===== src/rtl/mem_stage_ctl.sv =====
// mem_stage_ctl -- MEM pipeline stage sequencer placed directly in front of
// data_mem_unit. Accepts one instruction from EX per handshake, runs scalar
// (fixed SC_LAT wait) or vector (start pulse, wait for mem_rdy) memory ops,
// holds EX with stall while busy and hands a one-cycle result to WB.
// Non-memory instructions pass through with one cycle of latency.
//
// Build option: define MEM_TIMEOUT_EN to abort a vector op that sees no
// mem_rdy within TIMEOUT_CYCLES VEC_WAIT cycles; the abort returns a
// non-writing result and sets the sticky mem_err flag. Without the macro
// VEC_WAIT waits indefinitely and mem_err is tied low.

module mem_stage_ctl #(
   parameter int SC_LAT = 2
`ifdef MEM_TIMEOUT_EN
   ,
   parameter int TIMEOUT_CYCLES = 255
`endif
) (
   input  logic        clk,
   input  logic        reset,
   // EX side
   input  logic        ex_valid,
   input  logic        ex_is_mem,
   input  logic [1:0]  ex_mem_op,
   input  logic [31:0] ex_addr,
   input  logic [31:0] ex_data_esc,
   input  logic [63:0] ex_data_vec,
   input  logic [4:0]  ex_rd,
   input  logic        ex_wb_en,
   input  logic        ex_wb_vec,
   output logic        stall,
   // data_mem_unit side
   output logic        mem_start,
   output logic [1:0]  mem_op,
   output logic [31:0] base_addr,
   output logic [31:0] data_in_esc,
   output logic [63:0] data_in_vec,
   input  logic        mem_rdy,
   input  logic [31:0] data_out_esc,
   input  logic [63:0] data_out_vec,
   // WB side
   output logic        wb_valid,
   output logic        wb_en,
   output logic        wb_vec,
   output logic [4:0]  wb_rd,
   output logic [31:0] wb_data_esc,
   output logic [63:0] wb_data_vec,
   output logic        mem_err
);

   typedef enum logic [1:0] {
      S_IDLE,
      S_SC_WAIT,
      S_VEC_START,
      S_VEC_WAIT
   } state_t;

   // Op encoding: bit 1 = load, bit 0 = scalar. LD_ESC doubles as the idle
   // value on mem_op because it carries no write enable into the memory.
   localparam logic [1:0] OP_IDLE = 2'b11;

   localparam int              SC_W    = (SC_LAT > 1) ? $clog2(SC_LAT) : 1;
   localparam logic [SC_W-1:0] SC_LAST = SC_W'(SC_LAT - 1);

   state_t            r_state;
   logic [SC_W-1:0]   r_sc_cnt;

   // Fields of the accepted instruction needed again at completion
   logic [4:0]        r_lat_rd;
   logic              r_lat_wb_en;
   logic              r_lat_wb_vec;

   // Registered memory-side outputs
   logic              r_mem_start;
   logic [1:0]        r_mem_op;
   logic [31:0]       r_base_addr;
   logic [31:0]       r_data_in_esc;
   logic [63:0]       r_data_in_vec;

   // Registered WB-side outputs
   logic              r_wb_valid;
   logic              r_wb_en;
   logic              r_wb_vec;
   logic [4:0]        r_wb_rd;
   logic [31:0]       r_wb_data_esc;
   logic [63:0]       r_wb_data_vec;

   logic              w_is_load;
   logic              w_sc_done;
   logic              w_vec_done;
   logic              w_abort;
   logic              w_finish;

   // Completion conditions for the op currently in flight.
   always_comb begin
      // NOTE: every signal written here is assigned on every pass through the
      // block, so no path can leave one unassigned and infer a latch.
      w_is_load  = r_mem_op[1];
      w_sc_done  = (r_state == S_SC_WAIT) && (r_sc_cnt == SC_LAST);
      w_vec_done = (r_state == S_VEC_WAIT) && mem_rdy;
      w_finish   = w_sc_done || w_vec_done || w_abort;
   end

`ifdef MEM_TIMEOUT_EN
   localparam int              TO_W_RAW = $clog2(TIMEOUT_CYCLES + 1);
   localparam int              TO_W     = (TO_W_RAW > 8) ? TO_W_RAW : 8;
   localparam logic [TO_W-1:0] TO_LAST  = TO_W'(TIMEOUT_CYCLES - 1);

   logic [TO_W-1:0] r_to_cnt;
   logic            r_mem_err;

   // The last permitted VEC_WAIT cycle ends without mem_rdy: give up.
   assign w_abort = (r_state == S_VEC_WAIT) && !mem_rdy && (r_to_cnt == TO_LAST);

   // Count VEC_WAIT cycles of the current op and keep the sticky error flag.
   always_ff @(posedge clk or posedge reset) begin
      if (reset) begin
         r_to_cnt  <= '0;
         r_mem_err <= 1'b0;
      end else begin
         if ((r_state == S_VEC_WAIT) && !w_finish) begin
            r_to_cnt <= r_to_cnt + 1'b1;
         end else begin
            r_to_cnt <= '0;
         end
         if (w_abort) begin
            r_mem_err <= 1'b1;
         end
      end
   end

   assign mem_err = r_mem_err;
`else
   assign w_abort = 1'b0;
   assign mem_err = 1'b0;
`endif

   // Accept from EX, sequence the op and register every stage output.
   always_ff @(posedge clk or posedge reset) begin
      if (reset) begin
         r_state       <= S_IDLE;
         r_sc_cnt      <= '0;
         r_lat_rd      <= '0;
         r_lat_wb_en   <= 1'b0;
         r_lat_wb_vec  <= 1'b0;
         r_mem_start   <= 1'b0;
         r_mem_op      <= OP_IDLE;
         r_base_addr   <= '0;
         r_data_in_esc <= '0;
         r_data_in_vec <= '0;
         r_wb_valid    <= 1'b0;
         r_wb_en       <= 1'b0;
         r_wb_vec      <= 1'b0;
         r_wb_rd       <= '0;
         r_wb_data_esc <= '0;
         r_wb_data_vec <= '0;
      end else begin
         // NOTE: non-blocking assignments throughout; the pulse defaults below
         // are overridden later in the block where a pulse is due.
         r_wb_valid  <= 1'b0;
         r_mem_start <= 1'b0;

         if (w_finish) begin
            // Op done (or aborted): present the result and park the memory port.
            r_state       <= S_IDLE;
            r_wb_valid    <= 1'b1;
            r_wb_en       <= w_is_load && r_lat_wb_en && !w_abort;
            r_wb_vec      <= r_lat_wb_vec;
            r_wb_rd       <= r_lat_rd;
            r_wb_data_esc <= (w_sc_done && w_is_load) ? data_out_esc : '0;
            r_wb_data_vec <= (w_vec_done && w_is_load) ? data_out_vec : '0;
            r_mem_op      <= OP_IDLE;
            r_base_addr   <= '0;
            r_data_in_esc <= '0;
            r_data_in_vec <= '0;
         end else begin
            unique case (r_state)
               S_IDLE: begin
                  if (ex_valid) begin
                     r_lat_rd     <= ex_rd;
                     r_lat_wb_en  <= ex_wb_en;
                     r_lat_wb_vec <= ex_wb_vec;
                     if (!ex_is_mem) begin
                        // Pass-through: result is ready on the next cycle.
                        r_wb_valid    <= 1'b1;
                        r_wb_en       <= ex_wb_en;
                        r_wb_vec      <= ex_wb_vec;
                        r_wb_rd       <= ex_rd;
                        r_wb_data_esc <= ex_data_esc;
                        r_wb_data_vec <= ex_data_vec;
                     end else begin
                        r_mem_op      <= ex_mem_op;
                        r_base_addr   <= ex_addr;
                        r_data_in_esc <= ex_data_esc;
                        r_data_in_vec <= ex_data_vec;
                        if (ex_mem_op[0]) begin
                           r_state  <= S_SC_WAIT;
                           r_sc_cnt <= '0;
                        end else begin
                           r_state     <= S_VEC_START;
                           r_mem_start <= 1'b1;
                        end
                     end
                  end
               end
               S_SC_WAIT: begin
                  r_sc_cnt <= r_sc_cnt + 1'b1;
               end
               S_VEC_START: begin
                  // mem_rdy is not looked at while the launch pulse is out.
                  r_state <= S_VEC_WAIT;
               end
               S_VEC_WAIT: begin
                  // Hold until mem_rdy (or timeout) completes the op above.
               end
               default: begin
                  r_state <= S_IDLE;
               end
            endcase
         end
      end
   end

   assign stall       = (r_state != S_IDLE);
   assign mem_start   = r_mem_start;
   assign mem_op      = r_mem_op;
   assign base_addr   = r_base_addr;
   assign data_in_esc = r_data_in_esc;
   assign data_in_vec = r_data_in_vec;
   assign wb_valid    = r_wb_valid;
   assign wb_en       = r_wb_en;
   assign wb_vec      = r_wb_vec;
   assign wb_rd       = r_wb_rd;
   assign wb_data_esc = r_wb_data_esc;
   assign wb_data_vec = r_wb_data_vec;

endmodule


===== config.mk =====
export PLATFORM = sky130hd
export DESIGN_NAME = mem_stage_ctl
export DESIGN_NICKNAME = d
export VERILOG_FILES = /design/src/rtl/mem_stage_ctl.sv
export SDC_FILE = /design/constraint.sdc
export NUM_CORES = 1
export LEC_CHECK = 0
export CORE_ASPECT_RATIO = 2
export CORE_MARGIN = 4
export CORE_UTILIZATION = 30
export DETAILED_ROUTE_END_ITERATION = 10
export PLACE_DENSITY_LB_ADDON = 0.12
export SLEW_MARGIN = 20
export SYNTH_ARGS = -nofsm -noshare
export SYNTH_HDL_FRONTEND = slang
export SYNTH_SLANG_ARGS = --single-unit
export TNS_END_PERCENT = 100

===== constraint.sdc =====
create_clock -name clk -period 13.1 [get_ports clk]
set_input_delay 1.965 -clock clk [delete_from_list [all_inputs] [get_ports clk]]
set_output_delay 1.965 -clock clk [all_outputs]
set_load 0.03 [all_outputs]

==> run metrics, run 1 <==
outcome finished, final reports clean; Antenna Violating Nets Remaining 0; GRT overflow 0; GPL Wtd Cong about 0.8; ys async rst share 100%; Seq/Total Area, Yosys between 60% and 70%; initial drt markers between 300 and 400; sw power about 0.0019 W; Crit Path Max Fanout 64; Synth Warn # 0; DP HPWL about 28 mm; CP max stage delay between 0.6 and 0.7 ns; share of layout cells above drive strength 1 4.79%; total negative setup slack 0 ns; Reg power frac 29.5%; leakage about 6.8 nW; Multi-input gate area approximately 3600 sq um; crit-path cells clkdlybuf4s50_1 -> nand2_1 -> nor2_4 -> buf_4 -> buf_4 -> nand2_1 -> a21oi_1; Syn Nets ~1300; Post-synth EDFFs 0; Worst Min Path Start wb_data_esc[25]; Int Pwr about 0.0023 W; Power, Total approximately 0.0042 W; Residual DRC 0; R2R depth 6; RSZ-0062 raised after global routing false; CTS clock-pin slew for the worst setup and hold paths 0.06 ns; # port buffers 473; area share of fa/ha/maj cells after synthesis 0%; worst clock skew 0.0104 ns; final count of pins violating max slew 0; Final nets about 1700; core area between 30000 and 40000 sq um; Die X ~140 microns; commonest non-fill, non-tap cell in the layout clkdlybuf4s50_1; Area Overhead vs Synth 56.3%; Clock Latency Late Sink around 0.52 ns; CP Capture Type flip-flop; slowest CP cell buf_4; vias in the first global route around 9600; largest family of logic cells by synthesized area compound AO/OA/AOI/OAI gates; Synth cell types 29; Num CTS Buffers 25; crit start category primary input; Critical R2R Launch r_state[1]; IO Pins around 480; Slew HR about two fifths; die area approximately 37000 sq um; syn avg cell area around 9.6 sq um; Die Ht approximately 270 microns; final wirelength around 40 mm; Starting Density 30.4%; final design utilization 47.5%; first-pass detailed-route iteration total 5; combinational share of power a little over half; Hold Path End wb_data_esc[25]; Core Rows between 90 and 100; Storage cell area 6130 sq um; CTS H-Tree Depth 1; Worst Max-Slew Pin Slew 0.910 ns; vias after detailed routing ~9400; r2r setup slk between 10 and 15 ns; Hold Path Depth 2; Worst EP arrival around 4.7 ns; Post-Synth XOR/XNOR Area 0%; gr usage total around 20%; proportion of synthesized area in mux cells around 1.6%; TritonCTS clock tree built; Simple-Gate Fraction of Synth Area between 10% and 20%; drt wl/cell ~20 microns; CTS Buffer Depth 3; Pwr Density 263 nW/um^2; prevailing post-synth register cell dfrtp_1; Netlist Area Pre-Place roughly 10000 sq um; Synth Area in Compound Gates between 10% and 20%; root buffer cell clkbuf_16; FF+latch count, synth 245; most frequent cells in the layout 473 x clkdlybuf4s50_1, 363 x nand2_1, 243 x dfrtp_1; first-pass GRT wire length 58.9 mm; initial antenna violation count 7; Fill cells approximately 3300; Worst Path Required between 10 and 15 ns; maximum number of pins on one net before global-route repair approximately 200; Vias/cell 4.83; min-delay worst type reg -> reg; cells after synthesis 1066; Peak Freq between 200 and 250 MHz; reg2reg end data_in_esc[19]; Clock Power Share 17.5%; period utilization between 30% and 40%; Worst VDD drop 0.000204 V; Post-CTS Setup Inserts 0; CTS resizes 0; max-cap violations 0; final setup vio count 0; clk sink count around 250; hold buffer count at CTS 0; min cycle time layout between 4 and 5 ns; Net Sw Frac 44.9%; critical setup path kind in -> reg; final hold viol count 0
==> cell usage after synthesis (4+ instances only) <==
master / n / share of area [%]
nand2_1: 364 / 13
dfrtp_1: 243 / 59
a21oi_1: 98 / 4.8
a22oi_1: 96 / 7.1
o21ai_0: 73 / 3.6
buf_2: 41 / 2.0
nand3_1: 34 / 1.7
clkbuf_1: 30 / 1.1
o21ai_1: 30 / 1.5
buf_6: 13 / 1.4
mux2_2: 7 / 0.77
mux2i_1: 7 / 0.69
buf_4: 5 / 0.37
nor2_1: 4 / 0.15
==> registers in the layout (all words and copies together) (netlist names), 2 cells and up <==
| signal | cells |
|---|---|
| data_in_vec | 64 |
| wb_data_vec | 64 |
| base_addr | 32 |
| data_in_esc | 32 |
| wb_data_esc | 32 |
| r_lat_rd | 5 |
| wb_rd | 5 |
| mem_op | 2 |
| r_state | 2 |
==> cells by family (layout without fill, tap and decap cells) <==
group           Yosys count  count (layout)
flops                   245             245
buf+inv                  92             528
compound gates          301             301
other cells               1               8
mux                      15              15
simple gates            412             412
==> metal layers <==
metal	routed length (microns)	global-route usage [%]	share of wire, %	vias to the layer above
li1	-	-	-	4450
met1	13700	21.5	34	4514
met2	21800	38.2	55	359
met3	2920	4.92	7.3	62
met4	1410	7.46	3.5	0
met5	0	0	0	-
==> worst max-delay path, delay by kind of cell <==
| family | cells | cell delay, ns |
|---|---|---|
| AOI/OAI and AO/OA | 1 | 0.15 |
| and+or+nand+nor | 3 | 0.65 |
| buffers and inverters | 3 | 1.79 |
==> through the flow <==
stage                     instance area, sq um  std cells  setup WS [ns]  hold WS, ns
after global routing                     16000       1945           8.58        0.501
final                                    16000       1945           8.81        0.476
after CTS                                16000       1938           8.82        0.483
after detailed placement                 15100       1896           8.27        0.469
after floorplan                          10200       1066           4.41        0.480
after global placement                   15100       1896           8.33        0.460
==> layout make-up <==
| cell class | count | share of cell area, % |
|---|---|---|
| clock inverter | 7 | 0.533 |
| antenna | 7 | 0.110 |
| inverter | 3 | 0.117 |
| timing repair buffer | 483 | 30.2 |
| tap | 436 | 3.42 |
| multi-input combinational | 729 | 22.6 |
| sequential | 245 | 38.4 |
| clock buffer | 35 | 4.65 |
==> worst max-delay path by stage <==
stage	from	end	slack, ns	depth (start not counted)
5_1_grt	ex_is_mem	data_in_esc[10]	8.58	7
6_report	ex_is_mem	data_in_esc[19]	8.81	7
3_5_place_dp	ex_is_mem	data_in_esc[24]	8.27	7
3_3_place_gp	mem_rdy	wb_data_vec[29]	8.33	6
2_1_floorplan	reset	base_addr[0]	4.41	1
4_1_cts	ex_is_mem	data_in_vec[54]	8.82	7
==> power groups by stage <==
stage	Clock [W]	Combinational, W	Sequential (W)
finish	0.000735	0.00223	0.00124
global placement	0	0.00225	0.00124
global route	0.000787	0.00238	0.00128
CTS	0.000755	0.00227	0.00124
detailed placement	0	0.00227	0.00125
floorplan	0	0.000771	0.00180
Power figures use the tool's default switching activity.
==> run 2: changes to the inputs <==
==> constraint.sdc (replaced) <==
create_clock -name clk -period 4.25 [get_ports clk]
set_input_delay 0.6375 -clock clk [delete_from_list [all_inputs] [get_ports clk]]
set_output_delay 0.6375 -clock clk [all_outputs]
set_load 0.03 [all_outputs]
==> run metrics, run 2 (same netlist as run 1, synthesis figures left out) <==
outcome finished, final reports clean; maximum number of pins on one net before global-route repair 174 (-16%); Antenna Violating Nets Remaining 0 (unchanged); cell count along the critical path 2 (-5); root buffer cell clkbuf_16; period utilization about 64%; commonest non-fill, non-tap cell in the layout clkdlybuf4s50_1; worst slack, placed 1.34 ns (-6.93 ns); worst path bufs/invs 1 (-2); CP Capture Type output pin; Peak Freq around 370 MHz; Post-CTS Setup Inserts 0 (unchanged); Residual DRC 0 (unchanged); Vias/cell 4.79 (-0.72%); final setup vio count 0 (unchanged); IO Pins 475 (unchanged); worst clock skew 0.0114 ns (+0.00104 ns); Hold Path Depth 2 (unchanged); sw power 0.00590 W (+210%); CP top delay family buffers and inverters; initial drt markers 375 (+13%); final hold viol count 0 (unchanged); Die Ht 269 microns (unchanged); Worst Path Required 3.61 ns (-9.93 ns); max-cap violations 0 (unchanged); final setup margin 1.51 ns (-7.30 ns); Die X 139 microns (unchanged); R2R depth 5 (-1); GRT overflow 0 (unchanged); crit-path cells or2_4 -> clkdlybuf4s50_1; Reg power frac 29.2% (-0.3 points); hold buffer count at CTS 0 (unchanged); slowest CP cell clkdlybuf4s50_1; Final nets 1732 (+0.41%); first-pass GRT wire length 58.5 mm (-0.61%); leakage 6.82 nW (+0.81%); Int Pwr 0.00719 W (+210%); CTS H-Tree Depth 1 (unchanged); Worst Max-Slew Pin Slew 0.994 ns (+0.0837 ns); Num CTS Buffers 26 (+4.0%); die area 37300 sq um (unchanged); Slew HR 33.7% (-5.6 points); core area 33600 sq um (unchanged); CP max stage delay 0.71 ns (+0.02 ns); Starting Density 30.4% (unchanged); crit start category flip-flop; Fill cells 3258 (-0.34%); clk sink count 245 (unchanged); Worst EP arrival 2.10 ns (-2.62 ns); CTS clock-pin slew for the worst setup and hold paths 0.07 ns (about the same); # port buffers 473 (unchanged); CTS Buffer Depth 3 (unchanged); Worst VDD drop 0.000705 V (+240%); drt wl/cell 20.2 microns (-1.1%); initial antenna violation count 4 (-3); vias after detailed routing 9341 (-0.47%); RSZ-0062 raised after global routing false; total negative setup slack 0 ns (unchanged); combinational share of power 53.0% (about the same); Area Overhead vs Synth 57.9%; Core Rows 95 (unchanged); Clock Power Share 17.8% (+0.3 points); Clock Latency Late Sink 0.54 ns (+0.02 ns); final wirelength 39.5 mm (-0.88%); Non-Filler Instances 1950 (+0.26%); Net Sw Frac 45.1% (+0.16 points); GPL Wtd Cong 0.816 (+2.7%); Pwr Density 811 nW/um^2 (+210%); placed cells 1902 (+0.32%); min-delay worst type reg -> reg; share of layout cells above drive strength 1 5.30% (+0.50 points); gr usage total 20.0% (-0.14 points); min cycle time layout around 2.7 ns; Crit Path Max Fanout 9 (-86%); TritonCTS clock tree built; vias in the first global route 9538 (-0.44%); DP HPWL 28.1 mm (+0.91%); final count of pins violating max slew 0 (unchanged); most frequent cells in the layout 473 x clkdlybuf4s50_1, 363 x nand2_1, 243 x dfrtp_1; first-pass detailed-route iteration total 5 (unchanged); critical setup path kind reg -> out; CTS resizes 0 (unchanged)
run 2: cell count changes in the layout (fill, tap and decap cells not counted):
cell | previous run | this run
clkbuf_16 | 25 | 27
buf_12 | 1 | 9
clkinvlp_4 | 0 | 4
clkinv_4 | 0 | 4
clkinv_2 | 5 | 2
clkinv_8 | 0 | 1
inv_6 | 0 | 1
inv_8 | 1 | 0
buf_4 | 9 | 7
diode_2 | 7 | 4
clkbuf_8 | 8 | 2
run 2: power by group through the flow:
| stage | Sequential [W] | Combinational, W | Clock (W) |
|---|---|---|---|
| final | 0.00382 | 0.00694 | 0.00232 |
| after global placement | 0.00383 | 0.00700 | 0 |
| after detailed placement | 0.00387 | 0.00705 | 0 |
| after CTS | 0.00383 | 0.00706 | 0.00241 |
| after floorplan | 0.00555 | 0.00238 | 0 |
| after global routing | 0.00395 | 0.00744 | 0.00248 |
run 2: area by class of cell:
class / count / area (sq um) / area share [%]
Clock inverter: 13 / 153 / 0.946
Antenna cell: 4 / 10.0 / 0.0620
Sequential cell: 245 / 6130 / 38.0
Timing Repair Buffer: 489 / 4970 / 30.8
Clock buffer: 31 / 711 / 4.40
Multi-Input combinational cell: 729 / 3610 / 22.3
Tap cell: 436 / 546 / 3.38
Inverter: 3 / 15.0 / 0.0930
run 2: per-stage QoR:
step / total power [W] / utilization, % / hold slack [ns] / instance area [sq um]
global placement: 0.0108 / 45.4 / 0.461 / 15300
global route: 0.0139 / 48.0 / 0.506 / 16100
floorplan: 0.00793 / - / 0.480 / 10200
finish: 0.0131 / 48.0 / 0.480 / 16100
CTS: 0.0133 / 48.0 / 0.484 / 16100
detailed placement: 0.0109 / 45.4 / 0.470 / 15300
run 2: path summary, 6_finish.rpt:
kind	from	to	slack (ns)
max reg2reg	r_state[1]	wb_data_vec[8]	1.76
min	wb_data_vec[32]	wb_data_vec[32]	0.48
max	r_state[1]	stall	1.51
min reg2reg	wb_data_vec[32]	wb_data_vec[32]	0.48
min in group asynchronous	reset	data_in_vec[39]	0.64
max in group asynchronous	reset	wb_data_vec[52]	2.74
run 2: routing by layer:
layer	vias up	part of all wire, %	track usage [%]	wire (microns)
li1	4462	-	-	-
met1	4459	35	21.2	13900
met2	351	54	37.6	21400
met3	69	6.9	5.00	2710
met4	0	3.9	8.29	1520
met5	-	0	0	0
run 2: worst register-to-register path: stages, from the launching register on:
cell,delay (ns)
dfrtp_1,0.61
mux2_4,0.36
nand2_4,0.68
buf_4,0.48
a22oi_1,0.10
o21ai_0,0.17
